## src/rtl/tqvp_fir_pkg.sv

```systemverilog
// TinyQV FIR peripheral shared definitions.
// Register addresses, bit positions, FSM encoding.
package tqvp_fir_pkg;

  localparam logic [3:0] ADDR_CTRL   = 4'h0;
  localparam logic [3:0] ADDR_SAMPLE = 4'h1;
  localparam logic [3:0] ADDR_STATUS = 4'h2;
  localparam logic [3:0] ADDR_OUT    = 4'h3;
  localparam logic [3:0] ADDR_COEF0  = 4'h4;

  localparam int CTRL_SRC   = 0;
  localparam int CTRL_SH_LO = 2;
  localparam int CTRL_SH_HI = 4;
  localparam int CTRL_CLR   = 7;

  localparam int ST_BUSY = 0;
  localparam int ST_OVF  = 1;
  localparam int ST_DROP = 2;

  typedef enum logic [1:0] {
    IDLE = 2'd0,
    MAC  = 2'd1,
    DONE = 2'd2
  } state_t;

  function automatic int clog2(input int n);
    int r;
    r = 0;
    for (int i = 0; i < 31; i++)
      if ((1 << i) < n) r = i + 1;
    return r;
  endfunction

endpackage

```

## src/rtl/tqvp_fir_mac_unit.sv

```systemverilog
// Serial multiply-accumulate datapath.
// Result is the shifted accumulator, saturated to 8 bits.
module tqvp_fir_mac_unit #(
  parameter int ACC_W = 19
) (
  input  logic       clk,
  input  logic       rst_n,
  input  logic       clr,
  input  logic       en,
  input  logic [7:0] a,
  input  logic [7:0] b,
  input  logic [2:0] shift,
  output logic [7:0] result,
  output logic       ovf
);

  logic [ACC_W-1:0] acc;
  logic [ACC_W-1:0] shifted;
  logic [15:0]      prod;

  assign prod = 16'(a) * 16'(b);

  always_ff @(posedge clk or negedge rst_n) begin
    if (!rst_n) begin
      acc <= '0;
    end else if (clr) begin
      acc <= '0;
    end else if (en) begin
      acc <= acc + ACC_W'(prod);
    end
  end

  assign shifted = acc >> shift;
  assign ovf     = |shifted[ACC_W-1:8];
  assign result  = ovf ? 8'hFF : shifted[7:0];

endmodule

```

## src/rtl/tqvp_fir_mac.sv

```systemverilog
// TAPS-tap FIR byte peripheral on the TinyQV bus.
// Holds registers, sample history, sequencing FSM and read mux.
module tqvp_fir_mac
  import tqvp_fir_pkg::*;
#(
  parameter int TAPS  = 8,
  parameter int ACC_W = 16 + clog2(TAPS)
) (
  input  logic       clk,
  input  logic       rst_n,
  input  logic [7:0] ui_in,
  output logic [7:0] uo_out,
  input  logic [3:0] address,
  input  logic       data_write,
  input  logic [7:0] data_in,
  output logic [7:0] data_out
);

  localparam int         KW    = clog2(TAPS);
  localparam logic [3:0] NTAPS = 4'(TAPS);

  logic [7:0]    hist [TAPS];
  logic [7:0]    coef [TAPS];
  state_t        state;
  logic [KW-1:0] k;
  logic          src;
  logic [2:0]    shift;
  logic [7:0]    out_q;
  logic          ovf;
  logic          drop;

  logic          busy;
  logic          wr_ctrl;
  logic          wr_sample;
  logic          wr_status;
  logic          wr_coef;
  logic          is_coef;
  logic          start;
  logic          clr_hist;
  logic [3:0]    coef_idx;
  logic [7:0]    sample;
  logic [7:0]    mac_result;
  logic          mac_ovf;

  assign busy      = (state != IDLE);
  assign coef_idx  = address - ADDR_COEF0;
  assign is_coef   = (address >= ADDR_COEF0)
                   && (coef_idx < NTAPS);
  assign wr_ctrl   = data_write && (address == ADDR_CTRL);
  assign wr_sample = data_write && (address == ADDR_SAMPLE);
  assign wr_status = data_write && (address == ADDR_STATUS);
  assign wr_coef   = data_write && is_coef;
  assign start     = wr_sample && !busy;
  assign clr_hist  = wr_ctrl && data_in[CTRL_CLR];
  assign sample    = src ? ui_in : data_in;
  assign uo_out    = out_q;

  tqvp_fir_mac_unit #(
    .ACC_W (ACC_W)
  ) u_mac (
    .clk    (clk),
    .rst_n  (rst_n),
    .clr    (start),
    .en     (state == MAC),
    .a      (hist[k]),
    .b      (coef[k]),
    .shift  (shift),
    .result (mac_result),
    .ovf    (mac_ovf)
  );

  always_ff @(posedge clk or negedge rst_n) begin
    if (!rst_n) begin
      state <= IDLE;
      k     <= '0;
      src   <= 1'b0;
      shift <= 3'(KW);
      out_q <= '0;
      ovf   <= 1'b0;
      drop  <= 1'b0;
      for (int i = 0; i < TAPS; i++) begin
        hist[i] <= '0;
        coef[i] <= 8'd1;
      end
    end else begin
      if (wr_ctrl) begin
        src   <= data_in[CTRL_SRC];
        shift <= data_in[CTRL_SH_HI:CTRL_SH_LO];
      end
      if (wr_coef) coef[coef_idx[KW-1:0]] <= data_in;
      if (wr_status && data_in[ST_OVF])  ovf  <= 1'b0;
      if (wr_status && data_in[ST_DROP]) drop <= 1'b0;
      // Sets are placed after the W1C clears so they win.
      if (wr_sample && busy) drop <= 1'b1;
      if (clr_hist) begin
        for (int i = 0; i < TAPS; i++) hist[i] <= '0;
        state <= IDLE;
      end else begin
        unique case (state)
          IDLE: begin
            if (start) begin
              for (int i = TAPS - 1; i > 0; i--)
                hist[i] <= hist[i-1];
              hist[0] <= sample;
              k       <= '0;
              state   <= MAC;
            end
          end
          MAC: begin
            k <= k + 1'b1;
            if (k == KW'(TAPS - 1)) state <= DONE;
          end
          DONE: begin
            out_q <= mac_result;
            if (mac_ovf) ovf <= 1'b1;
            state <= IDLE;
          end
          default: state <= IDLE;
        endcase
      end
    end
  end

  always_comb begin
    data_out = '0;
    unique case (1'b1)
      is_coef:
        data_out = coef[coef_idx[KW-1:0]];
      address == ADDR_CTRL:
        data_out = {3'b0, shift, 1'b0, src};
      address == ADDR_SAMPLE:
        data_out = hist[0];
      address == ADDR_STATUS:
        data_out = {5'b0, drop, ovf, busy};
      address == ADDR_OUT:
        data_out = out_q;
      default: data_out = '0;
    endcase
  end

endmodule

```

## config.mk

```make
export PLATFORM = sky130hd
export DESIGN_NAME = tqvp_fir_mac
export DESIGN_NICKNAME = d
export VERILOG_FILES = /design/src/rtl/tqvp_fir_pkg.sv /design/src/rtl/tqvp_fir_mac_unit.sv /design/src/rtl/tqvp_fir_mac.sv
export SDC_FILE = /design/constraint.sdc
export NUM_CORES = 1
export LEC_CHECK = 0
export BUFFER_PORTS_ARGS = -buffer_cell sky130_fd_sc_hd__buf_2
export CORE_MARGIN = 1
export CORE_UTILIZATION = 45
export CTS_CLUSTER_DIAMETER = 30
export DETAILED_ROUTE_END_ITERATION = 10
export GPL_TIMING_DRIVEN = 0
export HOLD_SLACK_MARGIN = 0.06
export PLACE_DENSITY = 0.67
export REMOVE_ABC_BUFFERS = 1
export SLEW_MARGIN = 20
export SYNTH_ARGS = -nofsm -noshare
export SYNTH_HDL_FRONTEND = slang
export SYNTH_HIERARCHICAL = 1
export SYNTH_SLANG_ARGS = --single-unit
export TNS_END_PERCENT = 30
```

## constraint.sdc

```tcl
create_clock -name clk -period 8.7 [get_ports clk]
set_input_delay 0.435 -clock clk [delete_from_list [all_inputs] [get_ports clk]]
set_output_delay 0.435 -clock clk [all_outputs]
set_load 0.01 [all_outputs]
```

==> metrics.md <==
| Metric | Value |
|---|---|
| Status | `completed` |
| Cts bufs inserted | `17` |
| Final Hold Viols | `0` |
| Clock transition at path regs | `0.07 ns` |
| Overall routing resource usage | `22.57%` |
| Crit path DAT | `6.35 ns` |
| Top_reg_cell synth | `dfrtp_1` |
| CP max FO | `34` |
| DRT Wirelength | `28,500 um` |
| CP Launch Point | `k[0]` |
| Clk sinks | `166` |
| Layout cell share with drive strength beyond 1 | `22.60%` |
| WHS | `0.3182 ns` |
| Worst skew pair latency | `0.43 ns` |
| Synth unique cells | `68` |
| Vias | `8,535` |
| Final setup TNS | `0 ns` |
| Startpoint Class | `flop` |
| Sequential share of power | `29.5%` |
| Final setup margin | `2.698 ns` |
| CTS tree | `done` |
| Synth top area share | `33.35%` |
| CTS root buffer | `clkbuf_16` |
| Register area share after synthesis | `35.60%` |
| P per Cell Area | `335.6 nW/um^2` |
| Pre-antenna DRT Iters | `5` |
| Core area | `25,330 sq um` |
| Synth Cell Area | `11,700 sq um` |
| Vias in the first global route | `8,554` |
| Final Wtd Congestion | `0.8178` |
| H-tree depth | `4` |
| GRT busiest layer | `met2` |
| CP Cell Sequence | `mux4_2 -> mux2_2 -> and2_1 -> fa_1 -> fa_1 -> fa_1 -> inv_1 -> fa_1 -> inv_1 -> ha_1 -> and3_1 -> a221oi_2 -> o211ai_2 -> a221oi_1 -> a41oi_1 -> o22ai_1` |
| EDFF count, synth | `0` |
| Critical path's largest stage delay | `0.90 ns` |
| WS Path Type | `reg -> reg` |
| Hold Path Class | `in -> reg` |
| CP bufs+invs | `2` |
| CP max stage cell | `dfrtp_4` |
| GRT Residual Overflow | `0` |
| Met2 GRT Util | `36.92%` |
| Unrepaired setup endpoints after global routing | `no` |
| Hold Crit Start | `ui_in[5]` |
| Starting density of the core | `46.21%` |
| Min cycle time layout | `6.002 ns` |
| Slew HR | `28.43%` |
| Die width | `163.3 um` |
| Setup violators final | `0` |
| Worst setup EP type | `flop` |
| Met3 usage | `3.428%` |
| Layout Cell Area excl Fill | `12,680 sq um` |
| Cell count after synthesis | `1,101` |
| Placed Area | `12,080 sq um` |
| Max-slew violation count | `0` |
| Area contributors post-synth | `dfrtp_1 (33%), mux2_2 (9.4%), fa_1 (8.6%), mux4_2 (6.7%), mux2i_1 (4.9%)` |
| FF+latch count, synth | `166` |
| Antenna violations before repair | `0` |
| IO Count | `39` |
| Clock power frac | `18.1%` |
| Leakage | `0.005725 uW` |
| Place WS | `2.718 ns` |
| Most common cell after layout, fill and taps aside | `dfrtp_1` |
| Most frequent cells in the layout | `dfrtp_1 (154), inv_1 (103), mux2_2 (98)` |
| Largest delay share family, worst path | `adder cells` |
| Tightest Pin Transition | `1.074 ns` |
| Vias per cell | `5.960` |
| Sw Share | `43.67%` |
| First-pass GRT wire length | `46,430 um` |
| CTS max path bufs | `2` |
| Combinational group share of total power | `52.4%` |
| Largest net degree at the start of global routing | `97` |
| Synth Area per Inst | `10.63 sq um` |
| Max-Cap Viols | `0` |
| Clock skew after layout | `0.01457 ns` |
| Origin of the critical flop-to-flop path | `k[0]` |
| Most area-hungry cell type in the Yosys netlist | `dfrtp_1` |
| Num rows | `58` |
| Drt wl/cell | `19.90 um` |
| Async S/R FF share, synth | `100.0%` |
| Post_cts resized | `0` |
| Die Area | `26,660 sq um` |
| Die height | `163.3 um` |
| Remaining antenna violation count after routing | `0` |
| Area grow syn2layout | `8.371%` |
| Max Fclk | `166.6 MHz` |
| Yosys warning count | `6` |
| Antenna cells | `0` |
| Pint | `2398 uW` |
| Worst vdd ir | `0.0003259 V` |
| Switching power total | `1859 uW` |
| Final HPWL DP | `19,470 um` |
| GR met1 Demand/Resource | `30.96%` |
| DRT iter0 DRCs | `624` |
| Worst EP required | `9.05 ns` |
| Final nets | `1,206` |
| Post-route DRC | `0` |
| Final worst-path cycle share | `68.99%` |
| Port bufs | `38` |
| Crit path top cell by count | `fa_1` |
repair_timing:
action / in CTS / in global routing
endpoints found under the hold margin: 63 / 0
hold buffers: 1 / 0
setup buffers: 0 / 0
power by group through the flow:
| stage | Combinational [uW] | Clock (uW) | Sequential [uW] |
|---|---|---|---|
| 5_1_grt | 2490 | 812 | 1300 |
| 3_3_place_gp | 2130 | 0 | 1270 |
| 2_1_floorplan | 1670 | 0 | 1170 |
| 4_1_cts | 2230 | 781 | 1260 |
| 6_report | 2230 | 770 | 1260 |
| 3_5_place_dp | 2230 | 0 | 1270 |
sequential cells by signal, indices dropped and copies added (netlist names):
signal	cells
ovf	1
k	3
uo_out	8
shift	3
src	1
drop	1
u_mac/acc	19
state	2
coef	64
hist	64
area by class of cell:
| type | count | area (sq um) |
|---|---|---|
| clock buffer | 20 | 456.7 |
| clock inverter | 12 | 133.9 |
| fill | 2242 | 12640 |
| inverter | 104 | 390.4 |
| multi-input combinational | 756 | 6775 |
| sequential | 166 | 4172 |
| tap | 330 | 412.9 |
| timing repair buffer | 44 | 342.8 |
final timing paths:
path | end | slack, ns | depth (start not counted)
min in group asynchronous | coef[29] | 0.56 | 2
max reg2reg | u_mac/acc[15] | 2.70 | 16
max | u_mac/acc[15] | 2.70 | 16
max in group asynchronous | state[0] | 7.26 | 3
min | hist[61] | 0.32 | 3
min reg2reg | ovf | 0.51 | 1
worst min-delay path: cells and delay by family:
| kind | cells | cell delay (ns) |
|---|---|---|
| AOI/OAI and AO/OA | 1 | 0.13 |
| muxes | 1 | 0.06 |
| buffers and inverters | 1 | 0.09 |
stage by stage:
| stage | power, uW | util, % | instances |
|---|---|---|---|
| 3_3_place_gp | 3403 | 47.03 | 1394 |
| 4_1_cts | 4274 | 50.08 | 1432 |
| 6_report | 4257 | 50.08 | 1432 |
| 5_1_grt | 4600 | 50.08 | 1432 |
| 2_1_floorplan | 2835 | - | 1026 |
| 3_5_place_dp | 3497 | 47.71 | 1399 |
layer usage:
metal / wire, um / vias to the layer above
met5: 0 / -
met4: 549 / 0
met3: 1109 / 41
met2: 13810 / 225
met1: 13030 / 4386
li1: - / 3883
logic make-up (layout without fill, tap and decap cells):
logic type	count (synthesis)	count (layout)	synth area share [%]
xor gates and xnor gates	9	9	0.6735
muxes	191	191	21.26
adders and majority gates	94	94	13.26
AOI/OAI and AO/OA	233	233	12.37
buffers and inverters	179	180	6.724
DFF	166	166	35.60
and+or+nand+nor	229	229	10.11
cell usage after synthesis (all sizes together), types with 3 or more instances:
library cell / count
a211oi: 6
a21o: 6
a21oi: 74
a22o: 10
a22oi: 15
a31o: 6
a31oi: 3
a32o: 3
and2: 37
and3: 4
buf: 41
clkbuf: 34
dfrtp: 156
dfstp: 10
fa: 50
ha: 44
inv: 104
mux2: 98
mux2i: 57
mux4: 36
nand2: 64
nand2b: 11
nand3: 57
nor2: 29
nor2b: 4
nor3: 4
o211ai: 13
o21ai: 75
o22ai: 5
o2bb2ai: 3
or2: 4
xnor2: 9
(Power assumes the default switching activity.)
